===== src/rtl/audio_pkg.sv =====
// Shared constants and sample type for the I2S audio output path.
package audio_pkg;

  localparam int unsigned SLOT_BITS  = 32;
  localparam int unsigned FRAME_BITS = 64;
  localparam int unsigned SAMPLE_W   = 24;

  typedef logic signed [SAMPLE_W-1:0] sample_t;

endpackage


===== src/rtl/sample_fifo.sv =====
// Small first-word-fall-through sample FIFO; dout always shows the head entry.
module sample_fifo #(
  parameter int unsigned WIDTH = 24,
  parameter int unsigned DEPTH = 8
) (
  input  logic             clk,
  input  logic             rst_n,
  input  logic             push,
  input  logic             pop,
  input  logic [WIDTH-1:0] din,
  output logic [WIDTH-1:0] dout,
  output logic             full,
  output logic             empty
);

  localparam int unsigned AW = $clog2(DEPTH);
  localparam int unsigned CW = AW + 1;

  logic [WIDTH-1:0] mem_q [DEPTH];
  logic [AW-1:0]    wr_ptr_q, wr_ptr_d;
  logic [AW-1:0]    rd_ptr_q, rd_ptr_d;
  logic [CW-1:0]    count_q, count_d;
  logic             push_ok, pop_ok;

  assign full  = (count_q == CW'(DEPTH));
  assign empty = (count_q == '0);
  assign dout  = mem_q[rd_ptr_q];

  // Pointers wrap naturally because DEPTH is a power of two.
  always_comb begin
    push_ok  = push && !full;
    pop_ok   = pop && !empty;
    wr_ptr_d = wr_ptr_q;
    rd_ptr_d = rd_ptr_q;
    count_d  = count_q;
    if (push_ok) wr_ptr_d = wr_ptr_q + AW'(1);
    if (pop_ok)  rd_ptr_d = rd_ptr_q + AW'(1);
    case ({push_ok, pop_ok})
      2'b10:   count_d = count_q + CW'(1);
      2'b01:   count_d = count_q - CW'(1);
      default: count_d = count_q;
    endcase
  end

  always_ff @(posedge clk or negedge rst_n) begin
    if (!rst_n) begin
      wr_ptr_q <= '0;
      rd_ptr_q <= '0;
      count_q  <= '0;
    end else begin
      wr_ptr_q <= wr_ptr_d;
      rd_ptr_q <= rd_ptr_d;
      count_q  <= count_d;
    end
  end

  // Storage needs no reset; validity is tracked by count_q.
  always_ff @(posedge clk) begin
    if (push_ok) mem_q[wr_ptr_q] <= din;
  end

endmodule


===== src/rtl/audio_dac_tx.sv =====
// I2S DAC transmitter: buffers mono samples and plays each one on both
// channels of a 64-bit frame, MSB first with the one-bit I2S delay.
module audio_dac_tx #(
  parameter int unsigned SAMPLE_W = audio_pkg::SAMPLE_W,
  parameter int unsigned DEPTH    = 8,
  parameter int unsigned HALF     = 8
) (
  input  logic                       clk,
  input  logic                       reset,
  input  logic                       aud_write,
  input  logic signed [SAMPLE_W-1:0] aud_write_d,
  output logic                       aud_write_ready,
  output logic                       dac_bclk,
  output logic                       dac_lrck,
  output logic                       dac_data,
  output logic                       underflow
);

  import audio_pkg::*;

  localparam int unsigned DIV_W = $clog2(HALF);
  localparam int unsigned CNT_W = $clog2(FRAME_BITS);
  localparam int unsigned POS_W = $clog2(SLOT_BITS);
  localparam int unsigned PAD_W = SLOT_BITS - 1 - SAMPLE_W;

  logic [DIV_W-1:0]           div_q, div_d;
  logic                       bclk_q, bclk_d;
  logic [CNT_W-1:0]           bit_cnt_q, bit_cnt_d;
  logic signed [SAMPLE_W-1:0] sample_q, sample_d;
  logic                       lrck_q, lrck_d;
  logic                       data_q, data_d;
  logic                       underflow_q, underflow_d;

  logic                       bclk_edge_c;
  logic                       fall_c;
  logic                       frame_start_c;
  logic [POS_W-1:0]           pos_c;
  logic [SLOT_BITS-1:0]       slot_c;
  logic                       fifo_push_c;
  logic                       fifo_pop_c;
  logic                       fifo_full;
  logic                       fifo_empty;
  logic [SAMPLE_W-1:0]        fifo_dout;

  assign aud_write_ready = reset && !fifo_full;
  assign fifo_push_c     = aud_write && aud_write_ready;

  sample_fifo #(
    .WIDTH (SAMPLE_W),
    .DEPTH (DEPTH)
  ) u_fifo (
    .clk   (clk),
    .rst_n (reset),
    .push  (fifo_push_c),
    .pop   (fifo_pop_c),
    .din   (aud_write_d),
    .dout  (fifo_dout),
    .full  (fifo_full),
    .empty (fifo_empty)
  );

  // Bit-clock divider, frame position and serial mux; outputs move only on BCLK falls.
  always_comb begin
    div_d         = div_q;
    bclk_d        = bclk_q;
    bit_cnt_d     = bit_cnt_q;
    sample_d      = sample_q;
    lrck_d        = lrck_q;
    data_d        = data_q;
    underflow_d   = 1'b0;
    fifo_pop_c    = 1'b0;
    pos_c         = '0;
    slot_c        = '0;

    bclk_edge_c   = (div_q == DIV_W'(HALF - 1));
    fall_c        = bclk_edge_c && bclk_q;
    frame_start_c = fall_c && (bit_cnt_q == CNT_W'(FRAME_BITS - 1));

    div_d = bclk_edge_c ? '0 : div_q + DIV_W'(1);
    if (bclk_edge_c) bclk_d = !bclk_q;

    // Slot position 0 always carries 0, so reloading sample_q here is safe.
    if (frame_start_c) begin
      fifo_pop_c  = !fifo_empty;
      underflow_d = fifo_empty;
      sample_d    = fifo_empty ? '0 : $signed(fifo_dout);
    end

    if (fall_c) begin
      bit_cnt_d = bit_cnt_q + CNT_W'(1);
      pos_c     = bit_cnt_d[POS_W-1:0];
      slot_c    = SLOT_BITS'(unsigned'(sample_q)) << PAD_W;
      lrck_d    = bit_cnt_d[CNT_W-1];
      data_d    = slot_c[POS_W'(SLOT_BITS - 1) - pos_c];
    end
  end

  always_ff @(posedge clk or negedge reset) begin
    if (!reset) begin
      div_q       <= '0;
      bclk_q      <= 1'b0;
      bit_cnt_q   <= '0;
      sample_q    <= '0;
      lrck_q      <= 1'b0;
      data_q      <= 1'b0;
      underflow_q <= 1'b0;
    end else begin
      div_q       <= div_d;
      bclk_q      <= bclk_d;
      bit_cnt_q   <= bit_cnt_d;
      sample_q    <= sample_d;
      lrck_q      <= lrck_d;
      data_q      <= data_d;
      underflow_q <= underflow_d;
    end
  end

  assign dac_bclk  = bclk_q;
  assign dac_lrck  = lrck_q;
  assign dac_data  = data_q;
  assign underflow = underflow_q;

endmodule


===== config.mk =====
export PLATFORM = sky130hd
export DESIGN_NAME = audio_dac_tx
export DESIGN_NICKNAME = d
export VERILOG_FILES = /design/src/rtl/audio_pkg.sv /design/src/rtl/sample_fifo.sv /design/src/rtl/audio_dac_tx.sv
export SDC_FILE = /design/constraint.sdc
export NUM_CORES = 1
export LEC_CHECK = 0
export ABC_AREA = 1
export CORE_AREA = 2 2 137 139
export CTS_CLUSTER_SIZE = 14
export DETAILED_ROUTE_END_ITERATION = 8
export DIE_AREA = 0 0 139 141
export GPL_TIMING_DRIVEN = 0
export PLACE_DENSITY = 0.74
export SLEW_MARGIN = 5
export SYNTH_ARGS = -nofsm -noshare
export SYNTH_HDL_FRONTEND = slang
export SYNTH_SLANG_ARGS = --single-unit

===== constraint.sdc =====
create_clock -name clk -period 2.6 [get_ports clk]
set_input_delay 0.39 -clock clk [delete_from_list [all_inputs] [get_ports clk]]
set_output_delay 0.39 -clock clk [all_outputs]
set_load 0.01 [all_outputs]

Yosys cells after proc, flatten, opt, wreduce, memory -nomap -nowiden --
Memory sizes are Yosys's and may differ from the RTL's. Index checks and enable logic that the tools add are counted. W data, S select, Z words.
Storage, ports and cells: memory bits (writable) 192, input port bits 27, flip-flop bits (word level) 47, memories kept 1, output and inout port bits 5
Operators by class: mux-type cells 9, eq/ne operators 5, reductions and logical operators 11, $lt $le $gt $ge 1, add/subtract/negate cells 7
Memory list:
- u_fifo.mem_q | words 8, width 24, rd ports 1, clocked after memory_dff 0, write ports 1, line sample_fifo.sv:19 | logic [WIDTH-1:0] mem_q [DEPTH];
Operators with widths (count):
- $mux W24 | 1
- $add A3 B1 Y3 const B | 3
- $pmux W4 S2 | 1
- $add A6 B1 Y6 const B | 1
- $eq A6 B6 Y1 const B | 1
- $logic_and A1 B1 Y1 | 6
- $lt A5 B6 Y1 const B | 1
- $bmux W1 S5 | 1
- $mux W1 | 5
- $sub A5 B5 Y5 const A | 1
- $add A4 B1 Y4 const B | 1
- $eq A4 B4 Y1 const B | 1
- $logic_not A4 Y1 | 1
- $sub A4 B1 Y4 const B | 1
- $eq A3 B3 Y1 const B | 1
- $logic_not A1 Y1 | 3
- $mux W3 | 1
- $eq A2 B1 Y1 const B | 1
- $eq A2 B2 Y1 const B | 1
- $reduce_bool A2 Y1 | 1

Depth between registers and ports, before layout --
depth in word-level cells 7, gate-level depth with buffers 14, gate-level depth less buffers 13

Cells and area by module --
A second synthesis with hierarchy kept.
Second synthesis, totals: cells, all modules 1124, area, all modules 10681.5 um^2
Modules (own cells, without submodules):
- sample_fifo | cells an instance 911, times used 1, seq. area each 6015.8 um^2, area each 8848.5 um^2
- audio_dac_tx | cells an instance 213, times used 1, seq. area each 900.9 um^2, area each 1833.0 um^2

Worst setup path before layout --
Ideal clock, no wire load.
kind register to register, from register u_fifo.count_q[0], to memory u_fifo.mem_q[0][0], enable pin, data arrival time 2109 ps, cell stages (with the launch flop) 7, slack 86 ps, required time 2195 ps, clock period less this slack 2514 ps, cells stage by stage dfrtp_1 -> nor2_1 -> nand2_1 -> o21a_1 -> nand2_1 -> or2_1 -> nor2_1
Between the ends: word-level cells in the longest chain between the ends 7
RTL lines:
- start: declaration | line sample_fifo.sv:22 | logic [CW-1:0] count_q, count_d;
- start signal: assignment | line sample_fifo.sv:53 | count_q <= count_d;
- $eq A4 B4 Y1 | line sample_fifo.sv:25 | assign full = (count_q == CW'(DEPTH));
- $logic_not A1 Y1 | line audio_dac_tx.sv:45 | assign aud_write_ready = reset && !fifo_full;
- $logic_and A1 B1 Y1 | line audio_dac_tx.sv:45
- via aud_write_ready | line audio_dac_tx.sv:12 | output logic aud_write_ready,
- $logic_and A1 B1 Y1 | line audio_dac_tx.sv:46 | assign fifo_push_c = aud_write && aud_write_ready;
- $logic_and A1 B1 Y1 | line sample_fifo.sv:31 | push_ok = push && !full;
- $mux W1 | line sample_fifo.sv:59 | if (push_ok) mem_q[wr_ptr_q] <= din;
- $mux W1 (implied by the code) | line sample_fifo.sv:59
- end: declaration | line sample_fifo.sv:19
The timed path passes the listed nets, and every way through them passes these cells.

Worst setup path after layout --
from input port reset, to memory u_fifo.mem_q[1][10], enable pin
Between the ends: word-level cells in the longest chain between the ends 5
RTL lines:
- start: declaration | line audio_dac_tx.sv:9 | input logic reset,
- $logic_and A1 B1 Y1 | line audio_dac_tx.sv:45
- $logic_and A1 B1 Y1 | line audio_dac_tx.sv:46
- $logic_and A1 B1 Y1 | line sample_fifo.sv:31
- $mux W1 | line sample_fifo.sv:59
- $mux W1 (implied by the code) | line sample_fifo.sv:59
No other way between the ends.

==> impl_results.md <==
- Antenna-violating nets left: 0
- Row count: 50
- Largest net degree at the start of global routing: 26
- CP Capture Type: register
- Final min period: 2465 ps
- GPL Wtd Cong: 0.8210
- Initial DRC Count: 577
- Final cell count without fillers: 1,109
- Final clock skew: 13.67 ps
- Crit path from: reset
- #FFs+latches synth: 238
- Post-synthesis cell area: 9763 um2
- Tightest Hold Check Type: register to register
- Area share of fa/ha/maj cells after synthesis: 1.230%
- Multi-input combinational cell area: 2514 um2
- YS warnings: 0
- Mux contribution to synthesized area: 0%
- First-pass GRT wire length: 35,020 um
- Synth Area in Compound Gates: 10.82%
- Arrival time at the worst endpoint: 2590 ps
- Avg Inst Size Synth: 12.31 um2
- Core area: 18,270 um2
- I/O Buffers: 31
- GR Overflow Total: 0
- Slew Limit Fails: 0
- Relative slew slack: 34.50%
- Drt first pass iters: 5
- Crit start category: primary input
- CP Max Fanout: 24
- Clock root cell: clkbuf_16
- Gate count after technology mapping: 793
- Ports: 32
- Lkg Pwr: 4.103 nW
- Syn_nets: 829
- Placed cells: 1,061
- Register area share after synthesis: 70.84%
- CTS sink count: 238
- Diode count: 0
- Clock slew at reported path FFs: 60 ps
- Power, Total: 7.787 mW
- Fmax: 405.7 MHz
- Post-Synth XOR/XNOR Area: 0.9868%
- Die X-Extent: 139 um
- DR vias/cell: 5.714
- Initial antenna violation count: 0
- DRC: 0
- Total number of H-tree levels: 1
- Post-DP HPWL: 13,850 um
- Pwr dens: 683.1 nW/um2
- Max Cap Viol: 0
- Placement Setup Slack: -403.8 ps
- Final setup TNS: 0 ps
- CTS tree: done
- Synth unique cells: 30
- WL/cell: 20.51 um
- Hold Path Origin: div_q[0]$_DFF_PN0_
- Layout area overhead: 16.75%
- Via count: 6,337
- Clk_lat worst skew: 510 ps
- Final Cycle Share: 94.81%
- Total GRT Usage: 23.48%
- Main combinational cell family by area after synthesis: simple AND/OR/NAND/NOR gates
- Worst slew pin tran: 979.2 ps
- Final setup vio count: 0
- Clk buf depth: 3
- FILL cells: 1,392
- CTS Buf Count: 25
- Final WL: 22,750 um
- WS Path Type: primary input to register
- Final net count: 894
- Hold Vio Cnt, Final: 0
- Status: complete, no violations
- Layout cells sized above 1: 12.69%
- Starting Density: 53.45%
- Synth Area in Simple Gates: 11.83%
- Crit path required time: 2730 ps
- R2R Path Start: div_q[0]$_DFF_PN0_
- Full die area: 19,600 um2
- Final core occ: 62.40%
- Maximum VDD drop: 0.5591 mV
- Setup WS post-layout: 134.9 ps
- Die span in y: 141 um
- Storage element area: 6918 um2
- Vias in the first global route: 6,304
-- synthesized netlist by cell type, drive strengths merged --
cell type | n | area (um2)
a21oi | 2 | 10.01
buf | 30 | 197.7
clkbuf | 16 | 60.06
dfrtp | 46 | 1151
edfxtp | 192 | 5766
fa | 1 | 20.02
ha | 8 | 100.1
inv | 43 | 161.4
nand2 | 55 | 214.0
nand3 | 49 | 300.3
nand4 | 2 | 12.51
nor2 | 159 | 611.8
nor3 | 2 | 10.01
o211ai | 44 | 330.3
o21a | 1 | 7.510
o21ai | 127 | 673.1
o221ai | 4 | 35.03
or2 | 1 | 6.260
xnor2 | 2 | 17.52
xor2 | 9 | 78.83
-- layer usage --
| metal | global-route usage (%) | vias up | part of all wire, % |
|---|---|---|---|
| met5 | 0 | - | 0 |
| met4 | 8.134 | 0 | 3.0 |
| met3 | 4.314 | 58 | 9.5 |
| met2 | 38.89 | 290 | 47 |
| met1 | 31.68 | 3050 | 40 |
| li1 | - | 2939 | - |
-- final cells by class --
| class | instances | share of cell area [%] |
|---|---|---|
| clock buffers | 28 | 5.587 |
| plain buffers | 46 | 2.327 |
| multi-input cells | 466 | 22.05 |
| well taps | 234 | 2.569 |
| inverters | 43 | 1.416 |
| flip-flops and latches | 238 | 60.69 |
| clock inverters | 16 | 1.603 |
| repair buffers | 38 | 3.754 |
-- timing repair --
item                                   in CTS  in global routing
endpoints found under the hold margin      21                  0
gates resized for setup                     4                  7
setup buffers                               0                  1
gates cloned                                0                  0
hold buffers                                3                  0
setup endpoints to repair                   1                  1
-- critical path: stages --
cell and delay, ps:
dlygate4sd3_1 520, buf_2 150, buf_12 110, o21a_1 130
nand2_1 150, inv_2 110, nand2_1 220, nor2_4 770
-- power by group --
group	leakage, nW	internal, mW	switching, mW
Combinational	1.37	0.0419	0.0562
Clock	0.398	2.15	1.42
Sequential	2.34	4.12	0
-- metrics by stage --
| stage | instance area, um2 | hold slack (ps) |
|---|---|---|
| final | 11400 | 439.2 |
| after global routing | 11400 | 462.0 |
| after CTS | 11370 | 438.8 |
| after detailed placement | 10500 | 395.9 |
| after global placement | 10370 | 420.8 |
| after floorplan | 9763 | 94.41 |
-- flip-flops by register name, summed over array words and instances (netlist names) --
register         flops
bit_cnt_q            6
dac_bclk             1
dac_data             1
div_q                3
sample_q            24
u_fifo.count_q       4
u_fifo.mem_q       192
u_fifo.rd_ptr_q      3
u_fifo.wr_ptr_q      3
underflow            1
-- kinds of logic after synthesis --
| logic type | count (synthesis) |
|---|---|
| adder cells (fa/ha/maj) | 9 |
| flip-flops | 238 |
| XOR/XNOR | 11 |
| AO/OA/AOI/OAI | 178 |
| buffers and inverters | 89 |
| AND/OR/NAND/NOR | 268 |
-- cell usage in the layout (no fill, tap or decap), drive strengths merged --
master / count
edfxtp: 192
nor2: 159
o21ai: 127
nand2: 55
nand3: 49
dfrtp: 46
o211ai: 44
inv: 44
clkbuf: 44
buf: 36
clkdlybuf4s50: 30
clkinv: 10
xor2: 9
ha: 8
o221ai: 4
bufinv: 4
nor3: 2
xnor2: 2
nand4: 2
dlygate4sd3: 2
a21oi: 2
o21a: 1
or2: 1
fa: 1
clkinvlp: 1
-- final timing paths --
kind / to / slack, ps / depth (start not counted)
max: u_fifo.mem_q[1][10]$_DFFE_PP_ / 130 / 8
min reg2reg: div_q[0]$_DFF_PN0_ / 440 / 1
max reg2reg: u_fifo.count_q[3]$_DFFE_PN0P_ / 180 / 14
min in group asynchronous: bit_cnt_q[5]$_DFFE_PN0P_ / 480 / 4
max in group asynchronous: sample_q[6]$_DFFE_PN0N_ / 820 / 3
min: div_q[0]$_DFF_PN0_ / 440 / 1
No activity file was read; power rests on OpenSTA's default activity.
